## src/rtl/core_pkg.sv

```systemverilog
// Shared definitions for the RV32 core front end.
// Provides the datapath width, the default reset PC, the fetch entry
// layout used by the prefetch queue, and the canonical NOP encoding
// (addi x0, x0, 0).
package core_pkg;

    localparam int              XLEN     = 32;
    localparam logic [XLEN-1:0] RESET_PC = 32'h0000_0000;
    localparam logic [31:0]     INST_NOP = 32'h0000_0013;

    typedef struct packed {
        logic [XLEN-1:0] pc;
        logic [XLEN-1:0] inst;
    } fetch_entry_t;

endpackage

```

## src/rtl/sync_fifo.sv

```systemverilog
// Small synchronous FIFO with flush and occupancy count.
// Ports:
//   clk, rst          clock, asynchronous active-low reset
//   push, push_data   write one entry at the tail
//   pop               remove the head entry
//   flush             discard all entries (wins over push/pop)
//   head_data         oldest entry, valid whenever count != 0
//   count             number of stored entries (0..DEPTH)
// The owner guarantees it never pushes into a full FIFO without a
// simultaneous pop and never pops an empty one.
module sync_fifo #(
    parameter int WIDTH = 8,
    parameter int DEPTH = 4
) (
    input  logic                   clk,
    input  logic                   rst,
    input  logic                   push,
    input  logic [WIDTH-1:0]       push_data,
    input  logic                   pop,
    input  logic                   flush,
    output logic [WIDTH-1:0]       head_data,
    output logic [$clog2(DEPTH):0] count
);

    localparam int AW = $clog2(DEPTH);
    localparam int CW = AW + 1;

    logic [WIDTH-1:0] mem [DEPTH];
    logic [AW-1:0]    head;
    logic [AW-1:0]    tail;

    // Pointers wrap naturally because DEPTH is a power of two.
    always_ff @(posedge clk or negedge rst) begin
        if (!rst) begin
            head  <= '0;
            tail  <= '0;
            count <= '0;
        end else if (flush) begin
            head  <= '0;
            tail  <= '0;
            count <= '0;
        end else begin
            if (push) tail <= tail + AW'(1);
            if (pop)  head <= head + AW'(1);
            count <= count + CW'(push) - CW'(pop);
        end
    end

    // Storage needs no reset; count alone decides what is meaningful.
    always_ff @(posedge clk) begin
        if (push && !flush) mem[tail] <= push_data;
    end

    assign head_data = mem[head];

endmodule

```

## src/rtl/if_prefetch_unit.sv

```systemverilog
// Fetch-side front end: owns the fetch PC, issues sequential word fetches
// over a req/gnt/rvalid instruction memory interface, buffers returned
// instructions in order and hands them to IF/ID with valid/ready.
// Ports:
//   clk, rst                       clock, asynchronous active-low reset
//   redirect_valid, redirect_pc    taken branch / jalr target from EX/MEM
//   imem_req, imem_addr            fetch request and word-aligned address
//   imem_gnt                       request accepted this cycle
//   imem_rvalid, imem_rdata        in-order fetch response
//   if_valid, if_pc, if_inst       queue head presented to IF/ID
//   if_ready                       IF/ID takes the head this cycle
module if_prefetch_unit
    import core_pkg::*;
#(
    parameter int              XLEN     = core_pkg::XLEN,
    parameter int              DEPTH    = 4,
    parameter logic [XLEN-1:0] RESET_PC = core_pkg::RESET_PC
) (
    input  logic            clk,
    input  logic            rst,
    input  logic            redirect_valid,
    input  logic [XLEN-1:0] redirect_pc,
    output logic            imem_req,
    output logic [XLEN-1:0] imem_addr,
    input  logic            imem_gnt,
    input  logic            imem_rvalid,
    input  logic [XLEN-1:0] imem_rdata,
    output logic            if_valid,
    output logic [XLEN-1:0] if_pc,
    output logic [XLEN-1:0] if_inst,
    input  logic            if_ready
);

    localparam int CW = $clog2(DEPTH) + 1;

    logic [XLEN-1:0]   fetch_pc;
    logic [CW-1:0]     discard;
    logic [CW-1:0]     live;
    logic [CW-1:0]     q_count;
    logic [CW+1:0]     in_use;
    logic              credit;
    logic              grant;
    logic              rsp_drop;
    logic              rsp_keep;
    logic              pop;
    logic [XLEN-1:0]   pc_head;
    logic [2*XLEN-1:0] q_head;

    // Every fetch that is queued, expected back, or still to be thrown
    // away holds a slot, so a granted response always finds queue space.
    assign in_use   = (CW+2)'(q_count) + (CW+2)'(live) + (CW+2)'(discard);
    assign credit   = in_use < (CW+2)'(DEPTH);

    // Gated by rst so the request is low for the whole reset period.
    assign imem_req  = rst & credit & ~redirect_valid;
    assign imem_addr = fetch_pc;
    assign grant     = imem_req & imem_gnt;

    // Stale responses are retired first; a response with nothing
    // outstanding is a protocol error and matches neither term.
    assign rsp_drop = imem_rvalid & (discard != '0);
    assign rsp_keep = imem_rvalid & (discard == '0) & (live != '0);

    assign if_valid = (q_count != '0);
    assign pop      = if_valid & if_ready & ~redirect_valid;
    assign if_pc    = if_valid ? q_head[2*XLEN-1:XLEN] : '0;
    assign if_inst  = if_valid ? q_head[XLEN-1:0]      : '0;

    // The PC tag FIFO's occupancy is the live in-flight count.
    sync_fifo #(
        .WIDTH (XLEN),
        .DEPTH (DEPTH)
    ) u_pc_fifo (
        .clk       (clk),
        .rst       (rst),
        .push      (grant),
        .push_data (fetch_pc),
        .pop       (rsp_keep & ~redirect_valid),
        .flush     (redirect_valid),
        .head_data (pc_head),
        .count     (live)
    );

    sync_fifo #(
        .WIDTH (2*XLEN),
        .DEPTH (DEPTH)
    ) u_queue (
        .clk       (clk),
        .rst       (rst),
        .push      (rsp_keep & ~redirect_valid),
        .push_data ({pc_head, imem_rdata}),
        .pop       (pop),
        .flush     (redirect_valid),
        .head_data (q_head),
        .count     (q_count)
    );

    // On a redirect every live fetch becomes one to discard, minus the
    // one whose response is arriving (and being dropped) right now.
    always_ff @(posedge clk or negedge rst) begin
        if (!rst) begin
            fetch_pc <= RESET_PC;
            discard  <= '0;
        end else if (redirect_valid) begin
            fetch_pc <= {redirect_pc[XLEN-1:2], 2'b00};
            discard  <= discard + live - CW'(rsp_drop | rsp_keep);
        end else begin
            if (grant)    fetch_pc <= fetch_pc + XLEN'(4);
            if (rsp_drop) discard  <= discard - CW'(1);
        end
    end

endmodule
```

## config.mk

```make
export PLATFORM = sky130hd
export DESIGN_NAME = if_prefetch_unit
export DESIGN_NICKNAME = d
export VERILOG_FILES = /design/src/rtl/core_pkg.sv /design/src/rtl/sync_fifo.sv /design/src/rtl/if_prefetch_unit.sv
export SDC_FILE = /design/constraint.sdc
export NUM_CORES = 1
export LEC_CHECK = 0
export BUFFER_PORTS_ARGS = -buffer_cell sky130_fd_sc_hd__buf_4
export CAP_MARGIN = 0
export CORE_MARGIN = 3
export CORE_UTILIZATION = 32
export CTS_CLUSTER_DIAMETER = 200
export DETAILED_ROUTE_END_ITERATION = 8
export GPL_TIMING_DRIVEN = 0
export PLACE_DENSITY = 0.54
export REMOVE_ABC_BUFFERS = 1
export SETUP_SLACK_MARGIN = 0.15
export SYNTH_ARGS = -nofsm -noshare
export SYNTH_HDL_FRONTEND = slang
export SYNTH_SLANG_ARGS = --single-unit
```

## constraint.sdc

```tcl
create_clock -name clk -period 3.25 [get_ports clk]
set_input_delay 0.1625 -clock clk [delete_from_list [all_inputs] [get_ports clk]]
set_output_delay 0.1625 -clock clk [all_outputs]
set_load 0.03 [all_outputs]
```

==> summary.md <==
| Metric | Value |
|---|---|
| Fin util | 0.417 |
| TritonCTS sink count | around 420 |
| Drt initial violations | 609 |
| Mapped cell area | around 17000 sq um |
| Worst Path Arrival | 3560 ps |
| Clk slew on worst S/H paths | 60 ps |
| Layout cell share with drive strength beyond 1 | 0.334 |
| Max Slew Vio Count | 0 |
| Largest cells by area after synthesis | edfxtp_1 (65%), mux4_2 (12%), dfrtp_1 (6.9%) |
| CTS max path bufs | 3 |
| Worst min-delay path class | primary input to flop |
| I/O Buffers | between 150 and 200 |
| DRT Pass-1 Iters | 5 |
| Minimum clock period | roughly 3100 ps |
| Die Ht | approximately 240 um |
| Crit-path max FO | 2 |
| Total GRT Usage | 0.146 |
| CTS H-tree depth | 2 |
| WL per Instance | 21.6 um |
| Number of vias per cell | ~5 |
| Reg-to-Reg Start | u_pc_fifo.count[1] |
| Via count | 9282 |
| Largest net degree at the start of global routing | about 60 |
| Worst-Margin Slew | between 900 and 1000 ps |
| Power per cell area | between 600 and 700 nW/um^2 |
| Max-Cap Viols | 0 |
| Place WS | -800 ps |
| Routability congestion estimate | 0.739 |
| Crit Path Category | flop to flop |
| Clk root buf | clkbuf_16 |
| Mean Syn Cell Area | 18.8 sq um |
| RSZ-0062 raised after global routing | yes |
| Top-Level Pins | about 170 |
| Worst EP required | 3670 ps |
| Core area | a little over 50000 sq um |
| Die area | 55800 sq um |
| HPWL after DPL | 24200 um |
| Clk_skew | 18.2 ps |
| Initial antenna violation count | 0 |
| Pleak | around 7.5 nW |
| Antenna cells | 0 |
| Setup crit end kind | flop |
| Drt total wl | ~41000 um |
| TritonCTS Buffers | 46 |
| Slew margin rel. | 0.363 |
| YS warnings | 0 |
| Synth unique cells | 58 |
| Startpoint types | flop |
| Final hold vios | 0 |
| Post-synth EDFFs | between 300 and 400 |
| Clk Latency, worst-skew pair | 570 ps |
| Max Fclk | 319 MHz |
| Mapped Cells | around 900 |
| Total gr overflow | 0 |
| Final-stage net count | between 1000 and 1500 |
| Vias in the first global route | 9787 |
| FF+latch count, synth | roughly 420 |
| Main synth FF type | edfxtp_1 |
| Initial core utilization | 0.327 |
| Largest area contributor in the netlist | edfxtp_1 |
| First-pass GRT wire length | 61800 um |
| Yosys top cell area share | 0.652 |
| Synthesis-to-layout area growth | 27.4% |
| Row count | 83 |
| HP Start | redirect_valid |
| Maximum vdd ir drop | between 0.3 and 0.4 mV |
| Post-route DRC | 0 |
| Seq/Total Area, Yosys | 0.721 |
| Fraction of registers with async set or reset after synthesis | 0.113 |
| Total negative slack | 0 ps |
| CP startpoint | u_pc_fifo.count[1] |
| Post-route ant nets | 0 |
| Setup Viol. Count Final | 0 |
| Final Cycle Share | 0.966 |
| Worst Slack Setup Final | around 110 ps |
| Status | completed |
| CTS tree | built |
| Die Wd | between 200 and 250 um |
==> sequential cells by signal (all words and copies together), names as in the netlist, 3 cells and up <==
name,cells
u_queue.mem,248
u_pc_fifo.mem,120
imem_addr,30
discard,3
u_pc_fifo.count,3
u_queue.count,3
==> cells by family after synthesis <==
logic type,after synthesis,synth area share
AO/OA/AOI/OAI,68,0.0311
XOR/XNOR,13,0.00672
adder cells (fa/ha/maj),27,0.0226
buffers and inverters,79,0.0219
flip-flops,415,0.721
multiplexers,95,0.124
other,1,0.000221
AND/OR/NAND/NOR,205,0.0720
==> repair_timing <==
action / 4_1_cts / 5_1_grt
hold buffers: 66 / 0
resized for setup: 16 / 18
gates cloned: 3 / 0
endpoints found under the setup margin: 114 / 137
buffers inserted: 19 / 16
pin swaps: 9 / 14
endpoints found under the hold margin: 208 / 0
==> through the flow <==
step / std cells / hold slack (ps) / total power, W / instance area [sq um]
final: 1897 / 128 / 0.0149 / 21600
after global routing: 1897 / 116 / 0.0156 / 21600
after CTS: 1881 / 73.0 / 0.0150 / 21400
after detailed placement: 1712 / 267 / 0.00994 / 19100
after global placement: 1700 / 256 / 0.00984 / 18800
after floorplan: 859 / -133 / 0.00854 / 16700
==> cells in the final DEF, fill, tap and decap left out, types with 8 or more instances in the layout <==
cell type      count
a21o_1             8
nor2_1            19
mux4_2            92
buf_16             8
dlygate4sd3_1     65
a21oi_1            8
and3_4             8
dfrtp_1           43
and2_1            64
nand3_1           15
xnor2_1            8
nor3_1            14
clkbuf_16         47
clkbuf_1          13
buf_12             8
o21ai_0           12
inv_1             24
edfxtp_1         368
a221o_1           14
nand2_1           36
ha_1              20
buf_4            189
nand4_1            9
clkinv_1           9
==> worst max-delay path, stage by stage (launching register included) <==
cell	delay (ps)
dfrtp_1	400
inv_2	80
fa_1	450
nor2_2	160
fa_2	480
nor2_4	120
o2111a_4	250
nand2_8	90
inv_16	60
ha_4	110
inv_2	30
fa_2	390
xnor2_2	160
xnor2_1	140
nor2_1	60
==> Yosys cell counts, types with 2 or more instances <==
master and n:
a21o_1 8, a21oi_1 8, a221o_1 14, a31o_1 2
and2_1 64, and3_1 11, buf_1 6, buf_2 12
buf_4 6, buf_6 5, clkbuf_1 18, dfrtp_1 47
edfxtp_1 368, fa_1 6, ha_1 21, inv_1 31
mux2i_1 3, mux4_2 92, nand2_1 36, nand2b_1 2
nand3_1 16, nand4_1 9, nor2_1 20, nor2b_1 3
nor3_1 14, nor3b_1 3, nor3b_2 2, nor4_1 2
nor4_4 3, o211ai_1 5, o21ai_0 13, o21ai_1 2
o311ai_0 5, o31a_1 2, o41ai_1 2, or3_1 6
or4_1 4, xnor2_1 9, xor2_1 4
==> final timing paths <==
kind	end	slack, ps	cells after the start
setup reg to reg	u_pc_fifo.count[2]	110	14
max in group asynchronous	u_pc_fifo.head[0]	2790	3
hold reg to reg	u_pc_fifo.tail[0]	570	1
setup / recovery	u_pc_fifo.count[2]	110	14
min in group asynchronous	imem_addr[13]	170	3
hold / removal	u_pc_fifo.head[0]	130	2
==> routing by layer <==
metal,global-route usage,share of wire,up-vias,routed length [um]
met4,0.0359,0.021,0,867
met5,0,0,-,0
li1,-,-,4155,-
met2,0.237,0.48,249,19700
met1,0.200,0.44,4824,18200
met3,0.0322,0.055,54,2260
==> final cells by class <==
| type | instances | area, sq um |
|---|---|---|
| Timing Repair inverter | 1 | 8.76 |
| Clock inverter | 20 | 125 |
| Fill cell | 4627 | 30200 |
| Clock buffer | 61 | 1240 |
| Inverter | 32 | 136 |
| Sequential cell | 415 | 12200 |
| Tap cell | 680 | 851 |
| Multi-Input combinational cell | 414 | 4490 |
| Timing Repair Buffer | 274 | 2500 |
==> where the power goes <==
| group | internal, W | switching (W) |
|---|---|---|
| Clock | 0.00275 | 0.00200 |
| Sequential | 0.00610 | 0.000312 |
| Combinational | 0.00159 | 0.00210 |
Note: power is estimated with default switching activity, not from simulation.
